==> src/rtl/aes_ks_pkg.sv <==
// Shared encodings, constants and helpers for the AES key-schedule sequencer.
package aes_ks_pkg;

    typedef enum logic [1:0] {
        KeyLen128 = 2'd0,
        KeyLen192 = 2'd1,
        KeyLen256 = 2'd2,
        KeyLenBad = 2'd3
    } key_len_e;

    typedef enum logic [1:0] {
        StIdle,
        StLoad,
        StExpand,
        StDone
    } state_e;

    localparam logic [7:0] RCON_INIT = 8'h01;

    function automatic logic [3:0] nk_of(input logic [1:0] kl);
        case (kl)
            KeyLen192: return 4'd6;
            KeyLen256: return 4'd8;
            default:   return 4'd4;
        endcase
    endfunction

    function automatic logic [3:0] nr_of(input logic [1:0] kl);
        case (kl)
            KeyLen192: return 4'd12;
            KeyLen256: return 4'd14;
            default:   return 4'd10;
        endcase
    endfunction

    function automatic logic [5:0] total_of(input logic [1:0] kl);
        case (kl)
            KeyLen192: return 6'd52;
            KeyLen256: return 6'd60;
            default:   return 6'd44;
        endcase
    endfunction

    function automatic logic [7:0] xtime(input logic [7:0] b);
        return {b[6:0], 1'b0} ^ (b[7] ? 8'h1b : 8'h00);
    endfunction

    function automatic logic [31:0] rotword(input logic [31:0] w);
        return {w[23:0], w[31:24]};
    endfunction

endpackage

==> src/rtl/ks_temp_gen.sv <==
// Builds the temp word of the key schedule from the previous word and the external S-box.
module ks_temp_gen
    import aes_ks_pkg::*;
(
    input  logic [31:0] prev_i,
    input  logic [2:0]  j_i,
    input  logic [3:0]  nk_i,
    input  logic [7:0]  rcon_i,
    input  logic [31:0] sub_out_i,
    output logic [31:0] sub_in_o,
    output logic [31:0] temp_o
);

    always_comb begin
        sub_in_o = (j_i == 3'd0) ? rotword(prev_i) : prev_i;
        temp_o   = prev_i;
        if (j_i == 3'd0) begin
            temp_o = sub_out_i ^ {rcon_i, 24'h0};
        end else if (nk_i == 4'd8 && j_i == 3'd4) begin
            temp_o = sub_out_i;
        end
    end

endmodule

==> src/rtl/key_expansion_ctrl.sv <==
// KeyExpansion sequencer: loads the cipher key, expands the schedule one word per cycle,
// and lends the round-key file read port to the cipher while idle.
module key_expansion_ctrl
    import aes_ks_pkg::*;
#(
    parameter int unsigned WORD_W = 32,
    parameter int unsigned ADDR_W = 6,
    parameter int unsigned KEY_W  = 256
) (
    input  logic              clk,
    input  logic              rst,
    input  logic              start,
    input  logic [1:0]        key_len,
    input  logic [KEY_W-1:0]  key_in,
    output logic              busy,
    output logic              done,
    output logic              err,
    output logic [3:0]        nr,
    output logic              wr_en,
    output logic [ADDR_W-1:0] wr_addr,
    output logic [WORD_W-1:0] wr_data,
    output logic [ADDR_W-1:0] rd_sel,
    input  logic [WORD_W-1:0] rd_data,
    output logic [WORD_W-1:0] sub_in,
    input  logic [WORD_W-1:0] sub_out,
    input  logic              ext_rd_req,
    input  logic [ADDR_W-1:0] ext_rd_addr,
    output logic              ext_rd_gnt
);

    localparam int unsigned NW = KEY_W / WORD_W;

    state_e                      state_q;
    logic [ADDR_W-1:0]           i_q;
    logic [2:0]                  j_q;
    logic [WORD_W-1:0]           prev_q;
    logic [7:0]                  rcon_q;
    logic [3:0]                  nr_q;
    logic [1:0]                  kl_q;
    logic [NW-1:0][WORD_W-1:0]   key_q;
    logic                        err_q;

    logic [3:0]        nk;
    logic [5:0]        total;
    logic [2:0]        j_last;
    logic [2:0]        key_idx;
    logic [WORD_W-1:0] temp;

    assign nk      = nk_of(kl_q);
    assign total   = total_of(kl_q);
    assign j_last  = 3'(nk - 4'd1);
    // Word 0 of the left-aligned key sits in the most significant slot.
    assign key_idx = 3'(NW - 1) - i_q[2:0];

    ks_temp_gen u_temp (
        .prev_i    (prev_q),
        .j_i       (j_q),
        .nk_i      (nk),
        .rcon_i    (rcon_q),
        .sub_out_i (sub_out),
        .sub_in_o  (sub_in),
        .temp_o    (temp)
    );

    assign busy       = (state_q == StLoad) || (state_q == StExpand);
    assign done       = (state_q == StDone);
    assign err        = err_q;
    assign nr         = nr_q;
    assign wr_en      = busy;
    assign wr_addr    = i_q;
    assign rd_sel     = busy ? (i_q - {{(ADDR_W-4){1'b0}}, nk}) : ext_rd_addr;
    assign ext_rd_gnt = !busy && ext_rd_req;

    always_comb begin
        wr_data = '0;
        unique case (state_q)
            StLoad:   wr_data = key_q[key_idx];
            StExpand: wr_data = rd_data ^ temp;
            default:  wr_data = '0;
        endcase
    end

    always_ff @(posedge clk) begin
        if (rst) begin
            state_q <= StIdle;
            i_q     <= '0;
            j_q     <= '0;
            prev_q  <= '0;
            rcon_q  <= RCON_INIT;
            nr_q    <= '0;
            kl_q    <= '0;
            key_q   <= '0;
            err_q   <= 1'b0;
        end else begin
            err_q <= 1'b0;
            case (state_q)
                StIdle: begin
                    if (start) begin
                        if (key_len == KeyLenBad) begin
                            err_q <= 1'b1;
                        end else begin
                            key_q   <= key_in;
                            kl_q    <= key_len;
                            nr_q    <= nr_of(key_len);
                            i_q     <= '0;
                            j_q     <= '0;
                            rcon_q  <= RCON_INIT;
                            state_q <= StLoad;
                        end
                    end
                end
                StLoad, StExpand: begin
                    prev_q <= wr_data;
                    i_q    <= i_q + 1'b1;
                    j_q    <= (j_q == j_last) ? 3'd0 : j_q + 3'd1;
                    if (state_q == StExpand && j_q == 3'd0) begin
                        rcon_q <= xtime(rcon_q);
                    end
                    if (state_q == StLoad && i_q == ADDR_W'(nk - 4'd1)) begin
                        state_q <= StExpand;
                    end
                    if (state_q == StExpand && i_q == total - 6'd1) begin
                        state_q <= StDone;
                    end
                end
                default: state_q <= StIdle;
            endcase
        end
    end

endmodule

==> config.mk <==
export PLATFORM = sky130hd
export DESIGN_NAME = key_expansion_ctrl
export DESIGN_NICKNAME = d
export VERILOG_FILES = /design/src/rtl/aes_ks_pkg.sv /design/src/rtl/ks_temp_gen.sv /design/src/rtl/key_expansion_ctrl.sv
export SDC_FILE = /design/constraint.sdc
export NUM_CORES = 1
export LEC_CHECK = 0
export ABC_CLOCK_PERIOD_IN_PS = 2300
export BUFFER_PORTS_ARGS = -buffer_cell sky130_fd_sc_hd__buf_2
export CAP_MARGIN = 15
export CORE_MARGIN = 2
export CORE_UTILIZATION = 38
export DETAILED_ROUTE_END_ITERATION = 8
export PLACE_DENSITY = 0.6
export SYNTH_ARGS = -nofsm -noshare
export SYNTH_HDL_FRONTEND = slang
export SYNTH_SLANG_ARGS = --single-unit
==> constraint.sdc <==
create_clock -name clk -period 2.3 [get_ports clk]
set_clock_uncertainty 0.15 [all_clocks]
set_input_delay 0.23 -clock clk [delete_from_list [all_inputs] [get_ports clk]]
set_output_delay 0.23 -clock clk [all_outputs]
set_load 0.005 [all_outputs]
**Yosys cells after proc, flatten, opt, wreduce, memory -nomap -nowiden**

Index checks and enable logic that the tools add are counted.

- Add/sub/neg operators: 7
- $lt $le $gt $ge: 1
- Equality and inequality tests: 17
- Multiplexer cells: 28
- Bitwise operators: 6
- Reductions and logical operators: 16

Operators with widths:

| kind | count |
|---|---|
| two-way mux 32 bit | 4 |
| binary-select mux 32 bit (select 3 bit) | 1 |
| one-hot mux 32 bit (2 select lines) | 1 |
| XOR 32 bit | 2 |
| two-way mux 8 bit | 3 |
| two-way mux 6 bit | 3 |
| one-hot mux 8 bit (2 select lines) | 1 |
| equality test 6 bit | 2 |
| one-hot mux 3 bit (2 select lines) | 2 |
| one-hot mux 6 bit (2 select lines) | 1 |
| equality test 2 bit (second input constant) | 5 |
| one-hot mux 5 bit (2 select lines) | 1 |
| two-way mux 3 bit | 3 |
| AND reduction 3 bit | 3 |
| two-way mux 2 bit | 4 |
| one-hot mux 4 bit (2 select lines) | 1 |
| XOR 8 x 5 -> 8 bit | 1 |
| adder 6 x 1 -> 6 bit (second input constant) | 1 |
| equality test 2 x 1 -> 1 bit (second input constant) | 3 |
| != test 2 bit (second input constant) | 3 |
| subtractor 6 x 1 -> 6 bit (second input constant) | 1 |
| subtractor 6 x 4 -> 6 bit | 1 |
| logical AND 1 bit | 5 |
| two-way mux 5 bit | 1 |
| 20 further kinds | 22 |

- Register bits after elaboration: 314
- Input port bits: 332
- Output and inout port bits: 85
- Word-level logic and storage cells: 91

**Logic depth before layout (Yosys ltp)**

Gate-level depths: netlist of run 1.

- Word-level depth: 8
- Gate-level depth with buffers: 10
- Mapped depth without buffers: 8

**By module**

A second synthesis of run 1 with hierarchy kept.

- Cell total of the unflattened synthesis: 1858
- Area total of the unflattened synthesis: 14875.5 sq um

By module, submodules not included:

| module | instances | cells an instance | area an instance (sq um) | sequential area each (sq um) |
|---|---|---|---|---|
| key_expansion_ctrl | 1 | 1689 | 13869.6 | 6266.0 |
| ks_temp_gen | 1 | 169 | 1006.0 | 0.0 |

**Least setup slack after synthesis of run 1**

OpenSTA, ideal clock, no wires.

- Path kind: register to output
- From: register i_q[1] (netlist: wr_addr[1])
- To: output rd_sel[5]
- Arrival time: 1.851 ns
- Data required time: 1.920 ns
- Setup slack: 0.069 ns
- Stages on the path, launching flop included: 10
- Path buffers: 2
- Path through: dfxtp_1 > buf_6 > buf_6 > inv_2 > ha_1 > fa_1 > nor2b_1 > nor3_1 > xnor2_1 > a21oi_1

- Word-level cells in the longest chain between the ends: 2

Ends and longest elaborated chain:

| what | line | text |
|---|---|---|
| start, declared | key_expansion_ctrl.sv:34 | `logic [ADDR_W-1:0] i_q;` |
| start signal, assigned | key_expansion_ctrl.sv:114 | `i_q <= i_q + 1'b1;` |
| subtractor 6 x 4 -> 6 bit | key_expansion_ctrl.sv:71 | `assign rd_sel = busy ? (i_q - {{(ADDR_W-4){1'b0}}, nk}) : ext_rd_addr;` |
| two-way mux 6 bit | key_expansion_ctrl.sv:71 |  |
| end, declared | key_expansion_ctrl.sv:22 | `output logic [ADDR_W-1:0] rd_sel,` |

Every way passes these cells.

**Final worst setup path of run 1**

- From: register kl_q[0]
- To: output wr_data[19]

- Word-level cells in the longest chain between the ends: 8
- Elaborated cells on any way between the ends: 9
- Classes of those cells: eq/ne (3); mux (4); bitwise (1); reduce/logical (1)

Ends and longest elaborated chain:

| what | line | text |
|---|---|---|
| start, declared | key_expansion_ctrl.sv:39 | `logic [1:0] kl_q;` |
| start signal, assigned | key_expansion_ctrl.sv:103 | `kl_q <= key_len;` |
| equality test 2 bit / equality test 2 x 1 -> 1 bit (equally long branches) | aes_ks_pkg.sv:21 | `case (kl)` |
| one-hot mux 4 bit (2 select lines) (*) | aes_ks_pkg.sv:21 |  |
| equality test 4 bit (*) | ks_temp_gen.sv:19 | `end else if (nk_i == 4'd8 && j_i == 3'd4) begin` |
| logical AND 1 bit (*) | ks_temp_gen.sv:19 |  |
| two-way mux 32 bit (*) | ks_temp_gen.sv:19 |  |
| two-way mux 32 bit (*) | ks_temp_gen.sv:17 | `if (j_i == 3'd0) begin` |
| XOR 32 bit (*) | key_expansion_ctrl.sv:78 | `StExpand: wr_data = rd_data ^ temp;` |
| one-hot mux 32 bit (2 select lines) (*) | key_expansion_ctrl.sv:76 | `unique case (state_q)` |
| end, declared | key_expansion_ctrl.sv:21 | `output logic [WORD_W-1:0] wr_data,` |

Mark *: on every way between the ends. The rest lies on a longest branch, timed or not.

==> results of run 1 <==
power by group through the flow:
stage,clock network [W],logic [W],registers [W]
after floorplan,0,0.00526,0.00679
after global placement,0,0.00828,0.00701
after CTS,0.00574,0.0100,0.00694
final,0.00567,0.0113,0.00700
after detailed placement,0,0.00840,0.00705
after global routing,0.00598,0.0121,0.00708
sequential cells by signal, summed over array words and instances (netlist names):
| signal | cells |
|---|---|
| err | 1 |
| j_q | 3 |
| key_q | 256 |
| kl_q | 2 |
| nr | 3 |
| prev_q | 32 |
| rcon_q | 8 |
| state_q | 2 |
| wr_addr | 6 |
area by class of cell:
class,count,area [sq um],area share
flip-flops and latches,313,6281,0.2554
clock inverters,6,40.04,0.001628
clock buffers,57,1114,0.04528
inverters,13,51.30,0.002086
diodes,3,7.507,0.0003053
well taps,525,656.9,0.02671
repair buffers,860,7066,0.2873
multi-input cells,1443,9376,0.3813
synthesized netlist by cell type (3+ instances only):
library cell,instances,area (sq um)
a211oi_1,50,375.4
a21boi_0,17,127.6
a21boi_1,7,52.55
a21o_1,3,22.52
a21oi_1,292,1461
a311oi_1,6,52.55
a31oi_1,25,156.4
and2_1,5,31.28
and3_1,24,150.1
buf_1,9,33.78
buf_2,58,290.3
buf_4,9,67.56
buf_6,8,90.09
clkbuf_1,80,300.3
dfxtp_1,313,6266
ha_1,15,187.7
inv_1,12,45.04
mux2_2,121,1363
mux4_2,16,360.4
nand2_1,549,2061
nand2b_1,10,62.56
nand3_1,10,50.05
nand3b_1,8,60.06
nor2_1,65,244.0
nor2b_1,27,168.9
nor3_1,26,130.1
o21ai_0,60,300.3
o22ai_1,33,206.5
or3_1,26,162.7
xnor2_1,10,87.58
xor2_1,15,131.4
path summary, 6_finish.rpt:
path | from | to | slack [ns] | cells past startpoint
min reg2reg | key_q[199] | key_q[199] | 0.30 | 2
min | rd_data[25] | prev_q[25] | 0.02 | 4
max | kl_q[0] | wr_data[19] | -0.58 | 11
max reg2reg | kl_q[0] | prev_q[14] | -0.17 | 14
worst min-delay path: cells and delay by family:
family	cells	cell delay [ns]
buffers and inverters	1	0.11
AOI/OAI and AO/OA	1	0.09
and+or+nand+nor	1	0.05
muxes	1	0.16
repair_timing:
item | CTS | global route
setup buffers | 44 | 14
pin swaps | 46 | 68
gates resized for setup | 153 | 193
hold endpoints to repair | 268 | 0
setup endpoints to repair | 78 | 94
hold buffers | 266 | 0
gates cloned | 9 | 2
per-layer routing:
layer,part of all wire,routed length (microns),up-vias
met2,0.49,31130,746
met1,0.39,24910,8113
met5,0,0,-
li1,-,-,8095
met4,0.056,3564,0
met3,0.061,3845,206
metrics by stage:
step | total power, W | hold slack [ns] | setup TNS (ns) | utilization | area [sq um]
after CTS | 0.02269 | 0.005831 | -23.38 | 0.5944 | 23670
after floorplan | 0.01206 | 0.2160 | 0 | - | 15330
final | 0.02401 | 0.02319 | -21.95 | 0.6175 | 24590
after detailed placement | 0.01545 | 0.2931 | -1.640 | 0.4680 | 18640
after global routing | 0.02520 | 0.01218 | -26.09 | 0.6175 | 24590
after global placement | 0.01529 | 0.2878 | -0.6795 | 0.4680 | 18640
cells by family (layout without fill, tap and decap cells):
kind of cell    Yosys count  count (layout)  synth area share
flops                   313             313            0.4086
mux                     137             137            0.1124
compound gates          500             500            0.1856
buf+inv                 178             936           0.05451
xor+xnor                 25              25           0.01428
simple gates            764             764            0.2109
fa+ha+maj                16              16           0.01355
other cells               1               4         0.0002446
==> out/results.ini, run 1 <==
[run_status]
status = finished with violations
violations = negative setup slack

[die]
dieArea_sq_um = 41970
core_area_sq_um = 39820
die_h_microns = 204.9
start_util = 0.3850
rows = 73
ioPinCount = 417
die_w_microns = 204.9

[critical_path]
end_kind = output port
critical_path_buf_inv_count = 5
crit_chain = inv_2, ha_4, nand2b_4, buf_6, buf_12, buf_16, a21boi_1, o21ai_1, a31oi_4, nor2_1, buf_2
cp_max_fo = 7
critPathTopFamily = compound AO/OA/AOI/OAI gates
slowest_stage = dfxtp_2
crit_path_start_kind = flop
cp.required_ns = 1.92
cp.arrival_ns = 2.50
max_stage_delay_ns = 0.33
path_class = reg2out

[clock_tree]
cts.path.max_buffers = 3
clkSlewWorstSetupHoldPaths_ns = 0.06
numCtsBuffers = 37
cts_tree = built
clockRootBuffer = clkbuf_16
h-tree-depth = 2
insertion_delay_ns = 0.52
numClockSinks = 313

[layout]
nets = 3016
final_layout_size_suffix_gt1_frac = 0.3540
final_common_cell = nand2_1
final_cell_mix = 542 x nand2_1, 393 x buf_2, 303 x dfxtp_1
final_cells = 3220
area_growth_pct = 60.38
fill_cells = 3312

[power]
intPower_w = 0.01509
swShare = 0.3714
seqPwrFrac = 0.292
ir_worst_vdd_mv = 0.8378
p_switching_w = 0.008919
p_per_area_nw_per_um2 = 976.5
p_leak_nw = 10.02
comb_power_share = 0.472
pwr-share-clk = 0.236

[flow_run]
maxCapViolations = 0

[placed_design]
dp.final_hpwl_mm = 40.34
portBuffers = 415
place_congestion = 0.9112
placedCellCount = 2829
dp_slack_ns = -0.1433

[detailed_routing]
firstDrtPassIters = 6
postRouteWirelength_mm = 63.44
ant_nets = 0
drc = 0
first_iter_violations = 1394
vias = 17160
wl_per_cell_microns = 19.70
drt-vias-per-instance = 5.329

[synthesis]
syn_avg_cell_area_sq_um = 7.928
yosysSeqAreaShare = 0.4086
synthFlopType = dfxtp_1
yosys_warnings = 0
synth_area_sq_um = 15330
synth-edff-count = 0
ys_types = 50
async_flop_share = 0
synth-seq-cells = 313
syn_nets = 2282
syn_inst = 1934

[grt]
antenna_found_initial = 2
grt-ovfl-total = 0
grt_pass1_wl_mm = 93.24
grtUsageTotal = 0.2852
grt_busiest_layer = met2
grt_use_met2 = 0.4949
grt_pass1_vias = 17110
grt_max_degree = 88
use_met3 = 0.03945
met1_usage = 0.3433

[sta]
finalCriticalPeriod_ns = 2.884
final_hold_viol_count = 0
final-setup-viol-count = 72
rsz0062_at_grt = true
min_period_over_period = 1.254
fmax_mhz = 346.8
slew_viol_final = 0
fin_ws_ns = -0.5839

[hold_path]
hp-class = in2reg

Power figures use the tool's default switching activity.
==> run 2, diff against run 1 <==
- ABC_CLOCK_PERIOD_IN_PS: 2300 -> 3050
- clock period: 2.3 -> 3.05 ns (I/O delays scaled with it)
==> run 2 against run 1 <==
Compared with the run above:
- the run now ends clean
- critical path depth is 4 lower
- combinational power is 45% lower
- core utilization decreased by 7.1 points
- worst hold slack gained 0.0037 ns
- critical endpoint is now wr_data[31]
==> out/results.ini, run 2 (synthesized netlist as in run 1, its figures left out) <==
[run_status]
status = complete, no violations  ; was finished with violations

[layout]
final_common_cell = nand2_1  ; unchanged
seq_area_sq_um = 6272  ; was 6281 sq um
fill_cells = 3670  ; was 3312
final_cell_mix = 549 x nand2_1, 414 x buf_2, 310 x dfxtp_1  ; was 542 x nand2_1, 393 x buf_2, 303 x dfxtp_1
nets = 2879  ; was 3016
fin_area_sq_um = 21770  ; was 24590 sq um
largest_reg_flops = 256  ; unchanged
regMostFlops = key_q  ; unchanged
final_layout_size_suffix_gt1_frac = 0.2726  ; was 0.3540
top_regs = key_q: 256 flops, prev_q: 32 flops, rcon_q: 8 flops  ; unchanged
multiInputGateArea_sq_um = 8363  ; was 9376 sq um
area_growth_pct = 41.96  ; was 60.38%

[detailed_routing]
wl_per_cell_microns = 19.29  ; was 19.70 microns
drc = 0  ; unchanged
postRouteWirelength_mm = 59.51  ; was 63.44 mm
first_iter_violations = 1302  ; was 1394
ant_nets = 0  ; unchanged
vias = 16310  ; was 17.16k
drt-vias-per-instance = 5.287  ; was 5.329
firstDrtPassIters = 5  ; was 6

[grt]
grtUsageTotal = 0.2715  ; was 0.2852
grt_pass1_vias = 16020  ; was 17.11k
grt_max_degree = 115  ; was 88
antenna_found_initial = 2  ; unchanged
grt-ovfl-total = 0  ; unchanged
grt_pass1_wl_mm = 88.66  ; was 93.24 mm

[sta]
worst_pin_slew_ns = 0.7072
final-setup-viol-count = 0  ; was 72
fin_ws_ns = 0.05609  ; was -0.5839 ns
rsz0062_at_grt = false  ; was true
fmax_mhz = 334.0
slew_viol_final = 0  ; unchanged
finalCriticalPeriod_ns = 2.994
whs_ns = 0.02688  ; was 0.02319 ns
final_hold_viol_count = 0  ; unchanged
relSlewSlack = 0.5285
finalSetupTns_ns = 0  ; was -21.95 ns
min_period_over_period = 0.9816

[power]
p_leak_nw = 8.872  ; was 10.02 nW
intPower_w = 0.009769  ; was 0.01509 W
pwr-share-clk = 0.268  ; was 0.236
finalPower_w = 0.01564  ; was 0.02401 W
seqPwrFrac = 0.336  ; was 0.292
p_per_area_nw_per_um2 = 718.7  ; was 976.5 nW/um^2
ir_worst_vdd_mv = 0.4540  ; was 0.8378 mV
p_switching_w = 0.005875  ; was 0.008919 W
swShare = 0.3755  ; was 0.3714
comb_power_share = 0.395  ; was 0.472

[clock_tree]
insertion_delay_ns = 0.52  ; about the same
numCtsBuffers = 36  ; was 37
cts_tree = built  ; unchanged
clockRootBuffer = clkbuf_16  ; unchanged
cts.path.max_buffers = 3  ; unchanged
h-tree-depth = 2  ; unchanged
clkSlewWorstSetupHoldPaths_ns = 0.06  ; about the same
numClockSinks = 313  ; unchanged

[die]
ioPinCount = 417  ; unchanged
rows = 73  ; unchanged
start_util = 0.3850  ; unchanged
core_area_sq_um = 39820  ; unchanged
die_w_microns = 204.9  ; unchanged
dieArea_sq_um = 41970  ; unchanged
die_h_microns = 204.9  ; unchanged

[flow_run]
maxCapViolations = 0  ; unchanged

[critical_path]
cp.arrival_ns = 2.54  ; was 2.50 ns
r2r_cells = 6  ; was 14
path_class = reg2out  ; unchanged
end_kind = output port  ; unchanged
r2r_setup_slack_ns = 0.66  ; was -0.17 ns
crit_path_start_kind = flop  ; unchanged
cp_max_fo = 12  ; was 7
cp.required_ns = 2.59  ; was 1.92 ns

[hold_path]
worstHoldPathCells = 3  ; was 4
hp-class = in2reg  ; unchanged

[placed_design]
postPlaceCellArea_sq_um = 17820  ; was 18640 sq um
dp_slack_ns = 0.3243  ; was -0.1433 ns
portBuffers = 415  ; unchanged
dp.final_hpwl_mm = 39.48  ; was 40.34 mm
place_congestion = 0.8933  ; was 0.9112

==> run 2: changes by cell type in the layout (fill, tap and decap cells not counted), sizes merged <==
cell / delta
bufbuf: -3
buf: -124
dlygate4sd3: -9
clkbuf: -6
nand2b: +1
clkinvlp: -1
clkinv: +7
==> run 2: stage by stage <==
step,instances,util
final,3085,0.5466
after global routing,3084,0.5465
after CTS,3078,0.5427
after detailed placement,2752,0.4475
after global placement,2752,0.4475
after floorplan,1934,-
==> run 2: layout make-up <==
type,count,share of cell area
timing repair buffer,723,0.2425
inverter,13,0.002242
multi-input combinational,1444,0.3842
tap,525,0.03018
sequential,313,0.2882
clock buffer,52,0.04926
clock inverter,12,0.003104
antenna,3,0.0003449
==> run 2: worst max-delay path, stage by stage, from the launching register on <==
cell and delay, ns:
dfxtp_4 0.42, buf_4 0.16, buf_8 0.17, mux4_2 0.53, mux2_2 0.30, nand2_1 0.15
a21oi_1 0.12, buf_2 0.15
==> run 2: repair_timing <==
item | CTS | global route
pin swaps | 0 | 1
endpoints found under the setup margin | 30 | 52
hold buffers | 257 | 0
gates cloned | 0 | 2
hold endpoints to repair | 258 | 0
gates resized for setup | 6 | 24
setup buffers | 5 | 2
==> run 2: worst paths after layout <==
kind / startpoint / end
min reg2reg: key_q[209] / key_q[209]
max reg2reg: state_q[0] / prev_q[15]
max: wr_addr[1] / wr_data[31]
min: start / err
==> run 2: per-layer routing <==
metal  wire length [microns]  track usage
met4                    2899       0.1256
met2                   29400       0.4738
met5                       0            0
met1                   23630       0.3281
met3                    3579      0.04041
==> run 2: power by group through the flow <==
stage	clock, W	combinational [W]	sequential [W]
floorplan	0	0.00397	0.00512
global placement	0	0.00565	0.00532
detailed placement	0	0.00573	0.00533
CTS	0.00428	0.00606	0.00524
global route	0.00443	0.00678	0.00533
finish	0.00420	0.00619	0.00526
